File: src/rtl/mem_lsu.sv
// Load/store unit driving a word-wide, combinational-read data memory port.
// Define LSU_RMW_EN to enable sub-word stores via read-modify-write; otherwise they are rejected.
module mem_lsu #(
  parameter int unsigned MEM_BYTES = 16384,
  parameter logic [31:0] ERR_RDATA = 32'h00000000
) (
  input  logic        clk,
  input  logic        resetn,
  input  logic        req_valid,
  output logic        req_ready,
  input  logic        req_we,
  input  logic [1:0]  req_size,
  input  logic        req_unsigned,
  input  logic [31:0] req_addr,
  input  logic [31:0] req_wdata,
  output logic        rsp_valid,
  output logic        rsp_err,
  output logic [31:0] rsp_rdata,
  output logic [31:0] mem_address,
  output logic [31:0] mem_data_in,
  input  logic [31:0] mem_data_out,
  output logic        mem_we
);

  typedef enum logic [1:0] {IDLE, READ, WRITE, RESP} state_t;

  state_t      state, state_n;
  logic        lat_we, lat_unsigned;
  logic [1:0]  lat_size, lat_lane;
  logic [31:0] lat_wdata;

  logic        rsp_valid_n, rsp_err_n, mem_we_n;
  logic [31:0] rsp_rdata_n, mem_address_n, mem_data_in_n;

  logic        accept_c, req_err_c, sub_store_err_c;
  logic [4:0]  shamt_c;
  logic [31:0] lane_c, lane_mask_c, load_data_c, merged_c;

  assign req_ready = (state == IDLE);
  assign accept_c  = req_valid && (state == IDLE);

  // Request legality, evaluated on the live request fields at accept
  always_comb begin
`ifdef LSU_RMW_EN
    sub_store_err_c = 1'b0;
`else
    sub_store_err_c = req_we && (req_size != 2'b10);
`endif
    req_err_c = (req_size == 2'b11)
             || ((req_size == 2'b01) && req_addr[0])
             || ((req_size == 2'b10) && (req_addr[1:0] != 2'b00))
             || (req_addr >= 32'(MEM_BYTES))
             || sub_store_err_c;
  end

  // Little-endian lane extraction and merge against the word read back from memory
  always_comb begin
    shamt_c     = {lat_lane, 3'b000};
    lane_c      = mem_data_out >> shamt_c;
    lane_mask_c = (lat_size == 2'b00) ? (32'h000000FF << shamt_c) : (32'h0000FFFF << shamt_c);
    merged_c    = (mem_data_out & ~lane_mask_c) | ((lat_wdata << shamt_c) & lane_mask_c);
    case (lat_size)
      2'b00:   load_data_c = lat_unsigned ? {24'h000000, lane_c[7:0]}
                                          : {{24{lane_c[7]}}, lane_c[7:0]};
      2'b01:   load_data_c = lat_unsigned ? {16'h0000, lane_c[15:0]}
                                          : {{16{lane_c[15]}}, lane_c[15:0]};
      default: load_data_c = mem_data_out;
    endcase
  end

  // Next state and next values of every registered output
  always_comb begin
    state_n       = state;
    rsp_valid_n   = 1'b0;
    rsp_err_n     = 1'b0;
    rsp_rdata_n   = 32'h00000000;
    mem_we_n      = 1'b0;
    mem_address_n = mem_address;
    mem_data_in_n = mem_data_in;
    case (state)
      IDLE: begin
        if (req_valid) begin
          if (req_err_c) begin
            state_n     = RESP;
            rsp_valid_n = 1'b1;
            rsp_err_n   = 1'b1;
            rsp_rdata_n = ERR_RDATA;
          end else if (req_we && (req_size == 2'b10)) begin
            state_n       = WRITE;
            mem_address_n = {req_addr[31:2], 2'b00};
            mem_data_in_n = req_wdata;
            mem_we_n      = 1'b1;
          end else begin
            state_n       = READ;
            mem_address_n = {req_addr[31:2], 2'b00};
          end
        end
      end
      READ: begin
        if (lat_we) begin
          state_n       = WRITE;
          mem_data_in_n = merged_c;
          mem_we_n      = 1'b1;
        end else begin
          state_n     = RESP;
          rsp_valid_n = 1'b1;
          rsp_rdata_n = load_data_c;
        end
      end
      WRITE: begin
        state_n     = RESP;
        rsp_valid_n = 1'b1;
      end
      default: state_n = IDLE;
    endcase
  end

  always_ff @(posedge clk or negedge resetn) begin
    if (!resetn) state <= IDLE;
    else         state <= state_n;
  end

  always_ff @(posedge clk or negedge resetn) begin
    if (!resetn) begin
      rsp_valid    <= 1'b0;
      rsp_err      <= 1'b0;
      rsp_rdata    <= 32'h00000000;
      mem_address  <= 32'h00000000;
      mem_data_in  <= 32'h00000000;
      mem_we       <= 1'b0;
      lat_we       <= 1'b0;
      lat_unsigned <= 1'b0;
      lat_size     <= 2'b00;
      lat_lane     <= 2'b00;
      lat_wdata    <= 32'h00000000;
    end else begin
      rsp_valid   <= rsp_valid_n;
      rsp_err     <= rsp_err_n;
      rsp_rdata   <= rsp_rdata_n;
      mem_address <= mem_address_n;
      mem_data_in <= mem_data_in_n;
      mem_we      <= mem_we_n;
      if (accept_c) begin
        lat_we       <= req_we;
        lat_unsigned <= req_unsigned;
        lat_size     <= req_size;
        lat_lane     <= req_addr[1:0];
        lat_wdata    <= req_wdata;
      end
    end
  end

endmodule

File: config.mk
export PLATFORM = sky130hd
export DESIGN_NAME = mem_lsu
export DESIGN_NICKNAME = d
export VERILOG_FILES = /design/src/rtl/mem_lsu.sv
export SDC_FILE = /design/constraint.sdc
export NUM_CORES = 1
export LEC_CHECK = 0
export BUFFER_PORTS_ARGS = -buffer_cell sky130_fd_sc_hd__buf_2
export CORE_MARGIN = 4
export CORE_UTILIZATION = 35
export CTS_BUF_LIST = sky130_fd_sc_hd__clkbuf_16
export DETAILED_ROUTE_END_ITERATION = 16
export GPL_ROUTABILITY_DRIVEN = 0
export SLEW_MARGIN = 15
export SYNTH_ARGS = -nofsm -noshare
export SYNTH_HDL_FRONTEND = slang
export SYNTH_SLANG_ARGS = --single-unit
export TNS_END_PERCENT = 30
File: constraint.sdc
create_clock -name clk -period 2 [get_ports clk]
set_input_delay 0.1 -clock clk [delete_from_list [all_inputs] [get_ports clk]]
set_output_delay 0.1 -clock clk [all_outputs]
set_load 0.01 [all_outputs]
==> results.md <==
* Max Fclk at 519 MHz
* Ys flop type: dfrtp_1
* Pwr dens at 1480 nW/µm²
* Die ar. at 19400 µm²
* Post-synth EDFFs at 0
* Max Clock Skew at 8.49 ps
* GRT Total Usage at 20.3%
* Critical-path cell list: nand2b_1, o32ai_1, a211oi_1, a21o_1, mux2_2
* Final wirelength at 19800 µm
* CTS buffer count at 17
* Area grow syn2layout at 41.8%
* Share of the synthesized area in the top cell type at 50.2%
* CP max FO at 14
* Synth warn at 0
* DRC errors left at 0
* Slew @ Worst Pin at 733 ps
* Register area share after synthesis at 50.2%
* TritonCTS Sinks at 121
* Initial antenna violation count at 0
* Initial core utilization at 36.0%
* First-pass GRT wire length at 30800 µm
* Crit share post-route at 96.3%
* Relative slew slack at 51.0%
* MaxCap Viol Count at 0
* Number of global-route vias before repair at 5438
* FFs w/ async S/R, synth at 100%
* Netlist cell types at 46
* DR vias at 5343
* CTS Buffer Depth at 2
* N_diodes at 0
* Core box area at 16800 µm²
* Status: complete, no violations
* Data required time at the worst endpoint at 2360 ps
* # IOs at 203
* Max layer used: met4
* WP data arrival at 2290 ps
* NumNets Final at 897
* Largest net degree at the start of global routing at 122
* Worst path max stage delay at 560 ps
* # rows at 47
* Pre-CTS setup slack at -112 ps
* Initial drt markers at 472
* Gr ovfl total at 0
* Layout cells sized above 1 at 42.5%
* CP Class: flop to flop
* Met2 routed WL at 9070 µm
* CP startpoint kind: flop
* Setup-failing EPs final at 0
* H-tree levels at 4
* Setup ws final at 74.7 ps
* Final period demand of the worst path at 1930 ps
* Synth area leaders: dfrtp_1 (50%), mux2_2 (12%), a21o_1 (3.0%)
* Layout Utilization at 51.0%
* Slew Limit Fails at 0
* Synth area leader: dfrtp_1
* Hpwl dp at 14300 µm
* PortBufs at 200
* Worst Setup End Kind: flop
* RSZ-0062 raised after global routing: false
* CTS tree: built
* Hold Violations, Final at 0
* Cells after synthesis at 533
* Post-synth top cells: dfrtp_1 (121), mux2_2 (63), nand2_1 (28)
* VDD IR-drop max at 0.687 mV
* Worst-path clk slew at 60 ps
* Final ANT Viol Nets at 0
* Vias per inst at 5.22
* Top-count cell post-synth: dfrtp_1
* Post-Syn Area per Cell at 11.3 µm²
* Post-CTS setup buffers at 0
* Post-Syn Area at 6030 µm²
* CTS root buffer: clkbuf_16
* First-pass iteration count of the detailed router at 5
* Wl on met1 at 8570 µm
* WL per Instance at 19.3 µm
* Slowest-stage cell, CP: dfrtp_2
* Synthesized flop and latch total at 121
* Die X at 139 µm
* DR WL met3 at 1570 µm
* Worst-Skew Late Latency at 420 ps
* Leakage at 0.00433 µW
* Min-delay worst type: input pin to flop
* Die Ht at 139 µm
-- report_power, final --
group	leakage [µW]	switching [µW]	internal, µW
combinational	0.00248	2980	2710
clock	0.000291	1250	1880
sequential	0.00156	592	3240
-- worst max-delay path, delay by kind of cell, from the launching register on --
family | cells | cell delay [ps]
AO/OA/AOI/OAI | 3 | 750
multiplexers | 1 | 140
flip-flops | 1 | 560
AND/OR/NAND/NOR | 1 | 420
-- what timing repair did --
item / in CTS / in global routing
hold buffers: 58 / 0
setup endpoints to repair: 17 / 25
gates resized for setup: 2 / 4
endpoints found under the hold margin: 179 / 0
-- worst paths after layout --
path	slack, ps	from	depth (start not counted)	end
max	70	lat_lane[0]	5	mem_data_in[16]
min	20	req_wdata[22]	3	mem_data_in[22]
max reg2reg	70	lat_lane[0]	5	mem_data_in[16]
min reg2reg	490	mem_address[11]	1	mem_address[11]
max in group asynchronous	1180	resetn	3	rsp_rdata[20]
min in group asynchronous	320	resetn	3	mem_address[25]
-- kinds of logic after synthesis --
logic type	synth area share [%]
other cells	0.0622
buf+inv	4.94
mux	15.5
flops	50.2
simple gates	9.34
compound gates	19.1
fa+ha+maj	0.830
-- registers in the layout (all words and copies together), names as in the netlist --
| name | count |
|---|---|
| lat_unsigned | 1 |
| mem_address | 30 |
| mem_data_in | 32 |
| rsp_err | 1 |
| lat_we | 1 |
| lat_wdata | 16 |
| state | 2 |
| mem_we | 1 |
| lat_lane | 2 |
| rsp_valid | 1 |
| lat_size | 2 |
| rsp_rdata | 32 |
-- through the flow --
step | hold WS [ps] | cell area (µm²) | power, µW | cells | setup TNS [ps]
after floorplan | -196 | 6030 | 7500 | 534 | 0
after global placement | 237 | 7340 | 9250 | 933 | -972
after detailed placement | 253 | 7340 | 9410 | 933 | -1290
after CTS | 0.893 | 8530 | 12700 | 1023 | 0
after global routing | 0.349 | 8550 | 13400 | 1023 | 0
final | 17.7 | 8550 | 12700 | 1023 | 0
-- routing by layer --
metal	track usage, %	vias to the layer above
met2	30.6	274
met3	5.87	37
met1	27.4	2544
met5	0	-
met4	8.19	0
li1	-	2488
-- area by class of cell --
cell class                 instances  area (µm²)
clock buffer                      17         425
tap                              220         275
fill                            1537        8210
inverter                          14        52.6
timing repair buffer             285        1870
multi-input combinational        351        2720
sequential                       121        3030
clock inverter                    15         176
-- cell usage in the layout, fill, tap and decap left out, types with 2 or more instances in the layout --
master	n
buf_4	21
nor2_1	24
and2_1	2
buf_12	6
inv_6	8
nand3_1	3
a211oi_1	8
a221o_1	16
o221a_2	7
inv_8	2
o2bb2ai_1	8
nand3b_1	11
a22oi_1	14
o32ai_1	8
dfrtp_1	119
o21ai_0	20
buf_2	199
mux2_1	3
clkinvlp_4	2
a221oi_1	7
nor4_1	5
mux2i_1	17
nand2b_1	3
dlygate4sd3_1	58
inv_1	14
nand2_1	28
a21oi_1	17
dfrtp_2	2
nor2b_1	22
ha_1	4
mux2_2	63
bufinv_16	2
or2_2	2
conb_1	2
clkbuf_16	17
a21o_1	24
a31oi_1	17
(Power assumes the default switching activity.)
